[src/rtl/cpu_pipe_pkg.sv]
// Shared types for CPU pipeline stage registers: occupancy encoding and the
// payload layouts that callers pack into a stage's data bus.
package cpu_pipe_pkg;

  localparam int DEFAULT_DATA_W = 32;

  typedef logic [1:0] occ_t;

  typedef enum occ_t {
    OCC_EMPTY = 2'd0,
    OCC_ONE   = 2'd1,
    OCC_FULL  = 2'd2
  } occ_e;

  typedef struct packed {
    logic        interrupt;
    logic        interrupt_mask;
    logic [31:0] pc_plus_4;
    logic [31:0] instr;
  } if_id_t;

  localparam int IF_ID_W = $bits(if_id_t);

endpackage

[src/rtl/pipe_slot.sv]
// One payload register with its valid bit. Flush and reset restore RESET_VAL;
// a plain clear only drops valid so the last payload stays visible.
module pipe_slot #(
  parameter int                DATA_W    = 32,
  parameter logic [DATA_W-1:0] RESET_VAL = '0
) (
  input  logic              clk,
  input  logic              rst_n,
  input  logic              flush,
  input  logic              load,
  input  logic              clear,
  input  logic [DATA_W-1:0] d,
  output logic [DATA_W-1:0] q,
  output logic              valid
);

  always_ff @(posedge clk or negedge rst_n) begin
    if (!rst_n) begin
      q     <= RESET_VAL;
      valid <= 1'b0;
    end else if (flush) begin
      q     <= RESET_VAL;
      valid <= 1'b0;
    end else if (load) begin
      q     <= d;
      valid <= 1'b1;
    end else if (clear) begin
      valid <= 1'b0;
    end
  end

endmodule

[src/rtl/pipe_stage_reg.sv]
// Handshaked pipeline stage register. SKID=1 adds an overflow slot so in_ready
// comes straight from a flop; SKID=0 is a single slot with pass-through ready.
module pipe_stage_reg
  import cpu_pipe_pkg::*;
#(
  parameter int                DATA_W    = DEFAULT_DATA_W,
  parameter bit                SKID      = 1'b1,
  parameter logic [DATA_W-1:0] RESET_VAL = '0
) (
  input  logic              clk,
  input  logic              rst_n,
  input  logic              flush,
  input  logic              in_valid,
  output logic              in_ready,
  input  logic [DATA_W-1:0] in_data,
  output logic              out_valid,
  input  logic              out_ready,
  output logic [DATA_W-1:0] out_data,
  output logic [1:0]        occupancy
);

  logic              in_fire;
  logic              out_fire;
  logic              main_load;
  logic              main_clear;
  logic [DATA_W-1:0] main_d;
  logic              main_valid;

  assign in_fire   = in_valid && in_ready;
  assign out_fire  = main_valid && out_ready;
  assign out_valid = main_valid;

  pipe_slot #(
    .DATA_W    (DATA_W),
    .RESET_VAL (RESET_VAL)
  ) u_main (
    .clk   (clk),
    .rst_n (rst_n),
    .flush (flush),
    .load  (main_load),
    .clear (main_clear),
    .d     (main_d),
    .q     (out_data),
    .valid (main_valid)
  );

  generate
    if (SKID) begin : g_skid
      occ_e              state;
      logic              skid_load;
      logic              skid_clear;
      logic              skid_valid;
      logic [DATA_W-1:0] skid_q;

      pipe_slot #(
        .DATA_W    (DATA_W),
        .RESET_VAL (RESET_VAL)
      ) u_skid (
        .clk   (clk),
        .rst_n (rst_n),
        .flush (flush),
        .load  (skid_load),
        .clear (skid_clear),
        .d     (in_data),
        .q     (skid_q),
        .valid (skid_valid)
      );

      // Ready is the complement of a flop, so no path from out_ready.
      assign in_ready  = !skid_valid;
      assign occupancy = occ_t'(state);

      always_comb begin
        main_load  = 1'b0;
        main_clear = 1'b0;
        main_d     = in_data;
        skid_load  = 1'b0;
        skid_clear = 1'b0;
        case (state)
          OCC_EMPTY: main_load = in_fire;
          OCC_ONE: begin
            if (in_fire && out_fire) main_load  = 1'b1;
            else if (in_fire)        skid_load  = 1'b1;
            else if (out_fire)       main_clear = 1'b1;
          end
          OCC_FULL: begin
            if (out_fire) begin
              main_load  = 1'b1;
              main_d     = skid_q;
              skid_clear = 1'b1;
            end
          end
          default: ;
        endcase
      end

      always_ff @(posedge clk or negedge rst_n) begin
        if (!rst_n) begin
          state <= OCC_EMPTY;
        end else if (flush) begin
          state <= OCC_EMPTY;
        end else begin
          case (state)
            OCC_EMPTY: if (in_fire) state <= OCC_ONE;
            OCC_ONE: begin
              if (in_fire && !out_fire)      state <= OCC_FULL;
              else if (out_fire && !in_fire) state <= OCC_EMPTY;
            end
            OCC_FULL:  if (out_fire) state <= OCC_ONE;
            default:   state <= OCC_EMPTY;
          endcase
        end
      end
    end else begin : g_single
      assign in_ready  = !main_valid || out_ready;
      assign occupancy = {1'b0, main_valid};

      always_comb begin
        main_d     = in_data;
        main_load  = in_fire;
        main_clear = out_fire && !in_fire;
      end
    end
  endgenerate

endmodule

[config.mk]
export PLATFORM = sky130hd
export DESIGN_NAME = pipe_stage_reg
export DESIGN_NICKNAME = d
export VERILOG_FILES = /design/src/rtl/cpu_pipe_pkg.sv /design/src/rtl/pipe_slot.sv /design/src/rtl/pipe_stage_reg.sv
export SDC_FILE = /design/constraint.sdc
export NUM_CORES = 1
export LEC_CHECK = 0
export CORE_UTILIZATION = 52
export CTS_BUF_LIST = sky130_fd_sc_hd__clkbuf_2
export DETAILED_ROUTE_END_ITERATION = 6
export PLACE_DENSITY = 0.8
export SETUP_SLACK_MARGIN = 0.5
export SLEW_MARGIN = 15
export SYNTH_ARGS = -nofsm -noshare
export SYNTH_HDL_FRONTEND = slang
export SYNTH_SLANG_ARGS = --single-unit
[constraint.sdc]
create_clock -name clk -period 2.3 [get_ports clk]
set_input_delay 0.46 -clock clk [delete_from_list [all_inputs] [get_ports clk]]
set_output_delay 0.46 -clock clk [all_outputs]
set_load 0.03 [all_outputs]
# Yosys cells after proc, flatten, opt, wreduce, memory -nomap -nowiden
# Index checks and enable logic that the tools add are counted.
# classes
eq_ne	5
mux	28
reduce_logical	14
# ops
operator	count
$mux 32	6
$mux 1	15
$mux 2	5
$ne 3x3->1 const B	2
$pmux 2 s3	1
$reduce_bool 3->1	2
$logic_and 1x1->1	5
$ne 4x4->1 const B	1
$reduce_bool 2->1	2
$logic_not 1->1	3
$pmux 1 s3	1
$reduce_and 3->1	1
$eq 2x1->1 const B	1
$eq 2x2->1 const B	1
$logic_not 2->1	1
# totals
ff_bits	68
output_inout_bits	36
word_cells	52
in_bits	37

# Depth between registers and ports, before layout
# Gate-level depths: netlist of the first run.
# depth
ltp_word	8
ltp_mapped	7
ltp_nobuf	4

# By module
# From an unflattened synthesis of the first run, not the netlist that was laid out.
# hier_totals
cells_unflattened	269
hier_area_um2	3404.5
# modules_own_cells
module	seq_area_each_um2	cells_per_inst	instances	area_per_inst_um2
pipe_slot	825.8	108	2	1370.1
pipe_stage_reg	50.0	53	1	664.4

# Least setup slack after synthesis of the first run
# Ideal clock, no wire load.
# synth_timing
path_type	reg2reg
startpoint	register g_skid.state[1], in the netlist occupancy[1]
endpoint	register u_main.q[10]
setup_time_ps	150
n_path_buf	2
required_ps	2150
slack_ps	459
stages_incl_launch_ff	6
t_arrival_ps	1691
synth_period_minus_slack_ps	1841
cell_sequence	dfrtp_1 > buf_6 > or4b_4 > o211ai_4 > buf_4 > a211oi_2
# synth_via
elab_chain_len	4
word_cells_on_any_way	8
cone_classes	2 x eq/ne; 4 x mux; 2 x reduce/logical
# synth_lines
item	line	text
start, declared	pipe_stage_reg.sv:49	occ_e state;
start signal, assigned	pipe_stage_reg.sv:99	state <= OCC_EMPTY;
start signal, assigned	pipe_stage_reg.sv:101	state <= OCC_EMPTY;
start signal, assigned	pipe_stage_reg.sv:104	OCC_EMPTY: if (in_fire) state <= OCC_ONE;
$eq 2x2->1	pipe_stage_reg.sv:79	case (state)
$mux 32	pipe_stage_reg.sv:79	
$mux 32	pipe_slot.sv:24	end else if (load) begin
$mux 32	pipe_slot.sv:21	end else if (flush) begin
end signal, assigned	pipe_slot.sv:19	q <= RESET_VAL;
end signal, assigned	pipe_slot.sv:22	q <= RESET_VAL;
end signal, assigned	pipe_slot.sv:25	q <= d;
end, declared	pipe_slot.sv:13	output logic [DATA_W-1:0] q,
# Parallel ways exist; a longest one is shown, timed or not. The select of a mux whose other input is x is not followed.
# A chain may end at the register's enable or synchronous reset.

# Worst setup path in the final report of the first run
# layout_timing
startpoint	register g_skid.state[0], in the netlist occupancy[0]
endpoint	register u_main.q[13]
# The elaborated chain is that of the path after synthesis.

==> results list, run 1 <==
* Drt first-iter violations: 136
- After legalization and detailed placement, the total HPWL measured 4300 um.
* Critical-path cell with the highest stage delay: or4b_4
* Total via count in the routed design: 2531
* Net count of the mapped netlist: 345
- Cell-by-cell trace of the critical path: or4b_4 -> o211ai_4 -> buf_4 -> buf_16 -> a211oi_2
* Critical Path Source: occupancy[0]
* Global-route congestion overflow total: 0
- The worst setup path is captured at a register.
- The congestion estimate from routability-driven global placement came to 0.756.
- The share of the Yosys chip area taken by registers is 52.5%.
- The biggest area contributor in the post-synthesis netlist is dfrtp_1.
* Multi-input gate area: 0.00138 sq mm
* Clock insertion delay at the later pin of the skew report: 0.49 ns
- Counting flops and latches in the post-synthesis netlist gives 68.
- Setup repair after global routing could not meet its margin everywhere.
- After detailed routing, the total wire length is 7330 um.
* Final min period: 1.77 ns
- Transition time of the tightest slew-check pin: 0.560 ns
- At the worst endpoint, the required time is 2.66 ns.
* Worst reg2reg path startpoint: occupancy[0]
* Number of clock sinks seen by CTS: 68
* Fill cell total of the finished layout: 460
* Layout net count: 422
- The synthesized netlist contains 22 unique library cells.
* ANT nets after route: 0
* Final count of pins violating max slew: 0
- The analysis attributes to cell leakage a power of 2.04 nW.
* DRC Markers: 0
- Most repeated cell in the gate-level netlist after synthesis: dfrtp_1
- Max_slew headroom: 62.7%
- Number of top-level pins: 73
* Top area cells in the synthesized netlist: dfrtp_1 53%, a211oi_2 11%, mux2i_1 10%, nand2_1 7.8%, a21oi_1 5.3%
* Clock tree from TritonCTS: yes
* Maximum number of pins on one net before global-route repair: 69
- For this run, the total global-route usage over all layers was measured as 24.1%.
- Final-layout worst hold slack: 0.445 ns
- Clock tree synthesis selected as its root buffer the cell clkbuf_2.
- The first TritonRoute pass finished after 4 iterations.
* Clock-pin slew of the registers on the worst-case setup and hold paths: 0.22 ns
* Initial core utilization: 54.4%
* Count of flip-flops with a built-in enable after synthesis: 0
* Cell types with the highest counts after synthesis: 68 x dfrtp_1, 67 x nand2_1, 34 x a21oi_1, 34 x nor2_1, 33 x mux2i_1
- During synthesis, Yosys emitted a total of 0 warnings.
* Placeable Area: 0.00596 sq mm
- In the final routed layout, each cell accounts on average for 15.8 um.
* Classification of the worst setup path: register to register
* Top flip-flop cell by instance count after synthesis: dfrtp_1
- Setup violations remaining at the end of the flow were counted as 0.
- Min-Delay Path Class: input pin to register
- Cells fill 71.3% of the core in the end.
- Derived from the worst setup path, the maximum achievable clock frequency is 565 MHz.
- Max-cap violations: 0
- Startpoint class of the critical path: register
* Die area: 0.00655 sq mm
- Die X: 80.9 um
- For the worst setup path, the data arrival time is 2.13 ns.
* Wire length of the first global-routing pass: 11800 um
* N_diodes: 0
* Run status: finished clean
* Worst-case clock buffer depth: 2
- Summed over its instances, the top area cell type makes up 52.5% of the synthesized netlist area.
- Part of the cycle the worst path needs: 77.0%
* Std-Cell Rows: 28
- Longest individual stage delay on the worst path: 0.56 ns
* Final worst clock skew: 0.0300 ns
* Maximum fanout along the worst path: 14
- Height of the chip: 80.9 um
- DR vias/cell: 5.44
* Area used by sequential logic in the layout: 0.00171 sq mm
- Synthesis handed over a netlist of 308 instances.
- Counting the buffers created by CTS gives 9.
* Count of input and output buffers: 72
* Share of flip-flops with an asynchronous set or reset after synthesis: 100%
- Share of post-route cells with drive strength above 1: 23.3%
* Initial antenna violation count: 0
* Area of the mapped netlist: 0.00324 sq mm
* H-tree levels: 3
* Power per unit of standard cell area: 788 mW/mm^2
* Mean instance size in the synthesized netlist: 10.5 sq um
* Setup TNS after final layout: 0 ns
* Via count of the first global-routing pass: 2436
- Layout-stage area growth over the synthesis result: 31.2%
- Beginning of the worst hold path: flush
- Final number of hold-violating endpoints: 0
- VDD sags by at most 492 uV.
critical path: cells and delay by family (launching register included):
kind | cells | cell delay [ns]
AOI/OAI and AO/OA | 2 | 0.25
buffers and inverters | 2 | 0.35
DFF | 1 | 0.49
and+or+nand+nor | 1 | 0.56
report_power, final:
group / total (mW) / switching [mW] / leakage [nW] / internal, mW
sequential: 1.41 / 0.0872 / 0.911 / 1.32
combinational: 1.01 / 0.595 / 1.03 / 0.418
clock: 0.923 / 0.447 / 0.0961 / 0.476
total: 3.35 / 1.13 / 2.04 / 2.22
flip-flops by register name, indices dropped and copies added (netlist names):
signal	count
g_skid.u_skid.valid	1
occupancy	2
u_main.q	32
u_main.valid	1
g_skid.u_skid.q	32
stage by stage:
stage / instances / instance area [sq um] / setup slack [ns] / power (mW)
floorplan: 308 / 3250 / 0.502 / 2.06
global placement: 439 / 4050 / 0.111 / 2.42
detailed placement: 439 / 4050 / 0.0787 / 2.44
CTS: 458 / 4230 / 0.357 / 3.32
global route: 465 / 4250 / 0.459 / 3.52
finish: 465 / 4250 / 0.530 / 3.35
layout make-up:
type	count	area share, %
sequential	68	40.1
multi-input combinational	213	32.5
timing repair buffer	92	21.3
clock inverter	6	2.65
tap	75	2.21
clock buffer	10	1.18
inverter	1	0.0883
routing by layer:
metal	vias to the layer above	global-route usage, %	routed length (um)
met5	-	0	0
met4	0	7.86	60
met3	7	6.18	366
met2	62	38.3	3530
met1	1255	32.3	3380
li1	1207	-	-
layout by cell type, fill, tap and decap left out, drive strengths merged, types with 2 or more instances in the layout:
cell type and instances:
clkdlybuf4s15 16, clkdlybuf4s50 34, dlygate4sd2 3, nand2b 2, nor2 34, clkinv 3, clkbuf 28, a21oi 34
buf 20, dfrtp 68, nand4b 2, nand2 67, a211oi 34, bufinv 3, mux2i 33
cells by family (layout without fill, tap and decap cells):
kind of cell	Yosys count	count (layout)	synth area share [%]
muxes	33	33	10.2
buffers and inverters	27	109	5.02
DFF	68	68	52.5
xor gates and xnor gates	1	1	0.270
AOI/OAI and AO/OA	71	71	18.5
and+or+nand+nor	108	108	13.5
what timing repair did:
action / in CTS / in global routing
buffers inserted: 1 / 6
endpoints found under the setup margin: 45 / 62
hold buffers: 1 / 0
cloned: 1 / 1
gates resized for setup: 45 / 48
hold endpoints to repair: 21 / 0
final timing paths:
path / cells past startpoint / to / slack [ns]
min in group asynchronous: 2 / u_main.q[16] / 0.47
max in group asynchronous: 3 / g_skid.u_skid.q[23] / 1.15
worst min-delay path: 3 / u_main.q[19] / 0.45
worst max-delay path: 5 / u_main.q[13] / 0.53
worst max register to register: 5 / u_main.q[13] / 0.53
worst min register to register: 2 / g_skid.u_skid.q[12] / 0.53
Power figures use the tool's default switching activity.
==> run 2, diff against run 1 <==
==> constraint.sdc (replaced) <==
create_clock -name clk -period 1.8 [get_ports clk]
set_input_delay 0.36 -clock clk [delete_from_list [all_inputs] [get_ports clk]]
set_output_delay 0.36 -clock clk [all_outputs]
set_load 0.03 [all_outputs]
==> run 2 against run 1 <==
Die area unchanged. Clock skew down 0.016 ns. Non-clock buffer count up 42. Register-to-register slack worse by 0.48 ns. Setup slack worse by 0.48 ns. Sequential cell count unchanged. Highest routed layer unchanged.
==> results list, run 2 (synthesized netlist as in run 1, its figures left out) <==
- The worst-margin pin slew is 0.362 ns (-0.198 ns).
* Initial core utilization: 54.4% (unchanged)
- The number of nets in the layout is 464 (+10%).
* Cts bufs inserted: 9 (unchanged)
- The library cell used most frequently in the layout, excluding fill and tap cells, is nand2_1.
* Max_slew headroom: 75.9% (+13 points)
* Min-Delay Path Class: input pin to async pin
- DRC Markers: 0 (unchanged)
- The global router's overall resource usage was 27.7% (+3.6 points).
- Endpoint class of the critical path: register
* VDD IR-drop max: 613 uV (+25%)
- The floorplan die height came to 80.9 um (unchanged).
* Fmax: 572 MHz (+1.3%)
* First-pass detailed-route iteration total: 4 (unchanged)
- Drt first-iter violations: 196 (+44%)
* Area of all placed cells without fillers: 0.00477 sq mm (+12%)
* Worst Path Required: 2.22 ns (-0.44 ns)
- The global-route wire length before repair was 13300 um (+12%).
- Layout-stage area growth over the synthesis result: 47.1%
- TritonCTS built the clock tree.
- Placed cell areas: 0.00410 sq mm (+1.3%)
* Lkg Pwr: 2.31 nW (+13%)
- Total via count in the routed design: 2826 (+12%)
* ANT nets after route: 0 (unchanged)
- Placer congestion estimate: 0.725 (-4.1%)
- Worst-case clock buffer depth: 2 (unchanged)
* Mean routed wirelength per cell: 17.4 um (+10%)
- Number of top-level pins: 73 (unchanged)
- The part of the cycle the worst path needs is 97.1% (+20 points).
- Part of the total power dissipated in sequential elements: 39.9% (-2.3 points)
* Classification of the worst setup path: register to register
* Net Sw Power: 1.58 mW (+40%)
- The half-perimeter wire length after detailed placement was 4710 um (+9.7%).
- The critical path arrival came to 2.17 ns (+0.04 ns).
- The x dimension of the die was 80.9 um (unchanged).
* Share of post-route cells with drive strength above 1: 35.9% (+13 points)
- Final worst clock skew: 0.0137 ns (-0.0164 ns)
- In the layout the commonest cells are 67 x nand2_1, 64 x dfrtp_1, 43 x buf_6, 42 x buf_4, 34 x clkdlybuf4s50_1.
* Max-cap violations: 0 (unchanged)
* Worst reg2reg path startpoint: occupancy[1]
* Std-Cell Rows: 28 (unchanged)
* Final min period: 1.75 ns (-0.0231 ns)
* Die area: 0.00655 sq mm (unchanged)
* Power per unit of standard cell area: 962 mW/mm^2 (+22%)
* Clock insertion delay at the later pin of the skew report: 0.50 ns (about the same)
- Run status: finished clean
* Maximum number of pins on one net before global-route repair: 69 (unchanged)
- Net Sw Frac: 34.5% (+0.78 points)
- In this run the clock root is driven by a clkbuf_2.
- The power share of the clock group is 22.7% (-4.9 points).
- The maximum fanout encountered on the critical timing path came to 5 (-9).
- N_diodes: 0 (unchanged)
- The number of slew-limit violations in the final report was 0 (unchanged).
- Count of input and output buffers: 72 (unchanged)
* RSZ-0062 raised after global routing: true
- The initial antenna violation count was 0 (unchanged).
- The clock edge transition at the registers on the reported setup and hold paths came to 0.20 ns (-0.02 ns).
- The via count of the first global-routing pass is 2686 (+10%).
- The total power of the final layout was 4.58 mW (+37%).
* Post-Route WL: 8830 um (+20%)
* Final number of hold-violating endpoints: 0 (unchanged)
- Tracing the worst setup path back leads to its startpoint at occupancy[1].
- The placeable core region was 0.00596 sq mm (unchanged).
* Endpoints failing setup: 0 (unchanged)
* Global-route congestion overflow total: 0 (unchanged)
* Number of clock sinks seen by CTS: 68 (unchanged)
- Logic pwr share: 37.4% (+7.1 points)
- The detail-routed via count per cell was 5.57 (+2.4%).
- Startpoint class of the critical path: register
* Cell-internal power: 3.00 mW (+35%)
* Setup TNS after final layout: 0 ns (unchanged)
- The number of levels the H-tree was split into came to 3 (unchanged).
-- run 2: cell types whose count changed in the layout (fill, tap and decap cells not counted), sizes merged --
| cell | delta |
|---|---|
| buf | +78 |
| bufbuf | +1 |
| bufinv | -1 |
| clkbuf | -19 |
| clkdlybuf4s15 | -16 |
| clkinvlp | +1 |
| dlygate4sd2 | -3 |
| inv | +1 |
-- run 2: area by class of cell --
class                           count  area [sq um]
Timing Repair Buffer              134          1420
Fill cell                         364          1190
Tap cell                           75          93.8
Multi-Input combinational cell    213          1400
Clock inverter                      7          90.1
Sequential cell                    68          1710
Inverter                            1          3.75
Clock buffer                        9          45.0
-- run 2: worst paths after layout --
kind | to | slack [ns] | cells past startpoint
worst max-delay path | u_main.q[25] | 0.05 | 6
worst min-delay path | u_main.valid | 0.38 | 3
worst max register to register | u_main.q[25] | 0.05 | 6
worst min register to register | g_skid.u_skid.q[6] | 0.54 | 2
max in group asynchronous | u_main.q[21] | 1.12 | 3
min in group clk | g_skid.u_skid.q[27] | 0.39 | 3
-- run 2: power by group through the flow --
stage	clock network (mW)	logic (mW)	registers (mW)
after floorplan	0	0.569	2.06
after global placement	0	1.27	1.83
after detailed placement	0	1.30	1.83
after CTS	1.05	1.60	1.82
after global routing	1.13	1.82	1.84
final	1.04	1.72	1.83
-- run 2: repair_timing --
| item | in CTS | in global routing |
|---|---|---|
| hold endpoints to repair | 68 | 0 |
| cloned | 5 | 0 |
| pin swaps | 1 | 2 |
| hold buffers | 1 | 0 |
| resized for setup | 260 | 14 |
| setup endpoints to repair | 102 | 103 |
| buffers inserted | 20 | 17 |
-- run 2: metal layers --
metal  part of all wire [%]  track usage (%)
met5                      0                0
met4                    2.0             13.4
met3                    4.4             5.51
met2                     51             44.4
met1                     43             35.9
-- run 2: worst max-delay path, stage by stage (launching register included) --
cell and delay, ns:
dfrtp_2 0.47, or4b_4 0.56, o211ai_4 0.17, buf_6 0.20
buf_16 0.12, nor2_4 0.03, a211oi_2 0.12
-- run 2: metrics by stage --
stage                     hold slack, ns  std cells  util, %  setup WS [ns]
after floorplan                   0.0644        308        -         0.0755
after global placement             0.411        448     68.9         -0.216
after detailed placement           0.408        448     68.9         -0.275
after CTS                          0.350        490     77.4         0.0946
after global routing               0.351        507     80.0         0.0227
final                              0.380        507     80.0         0.0528
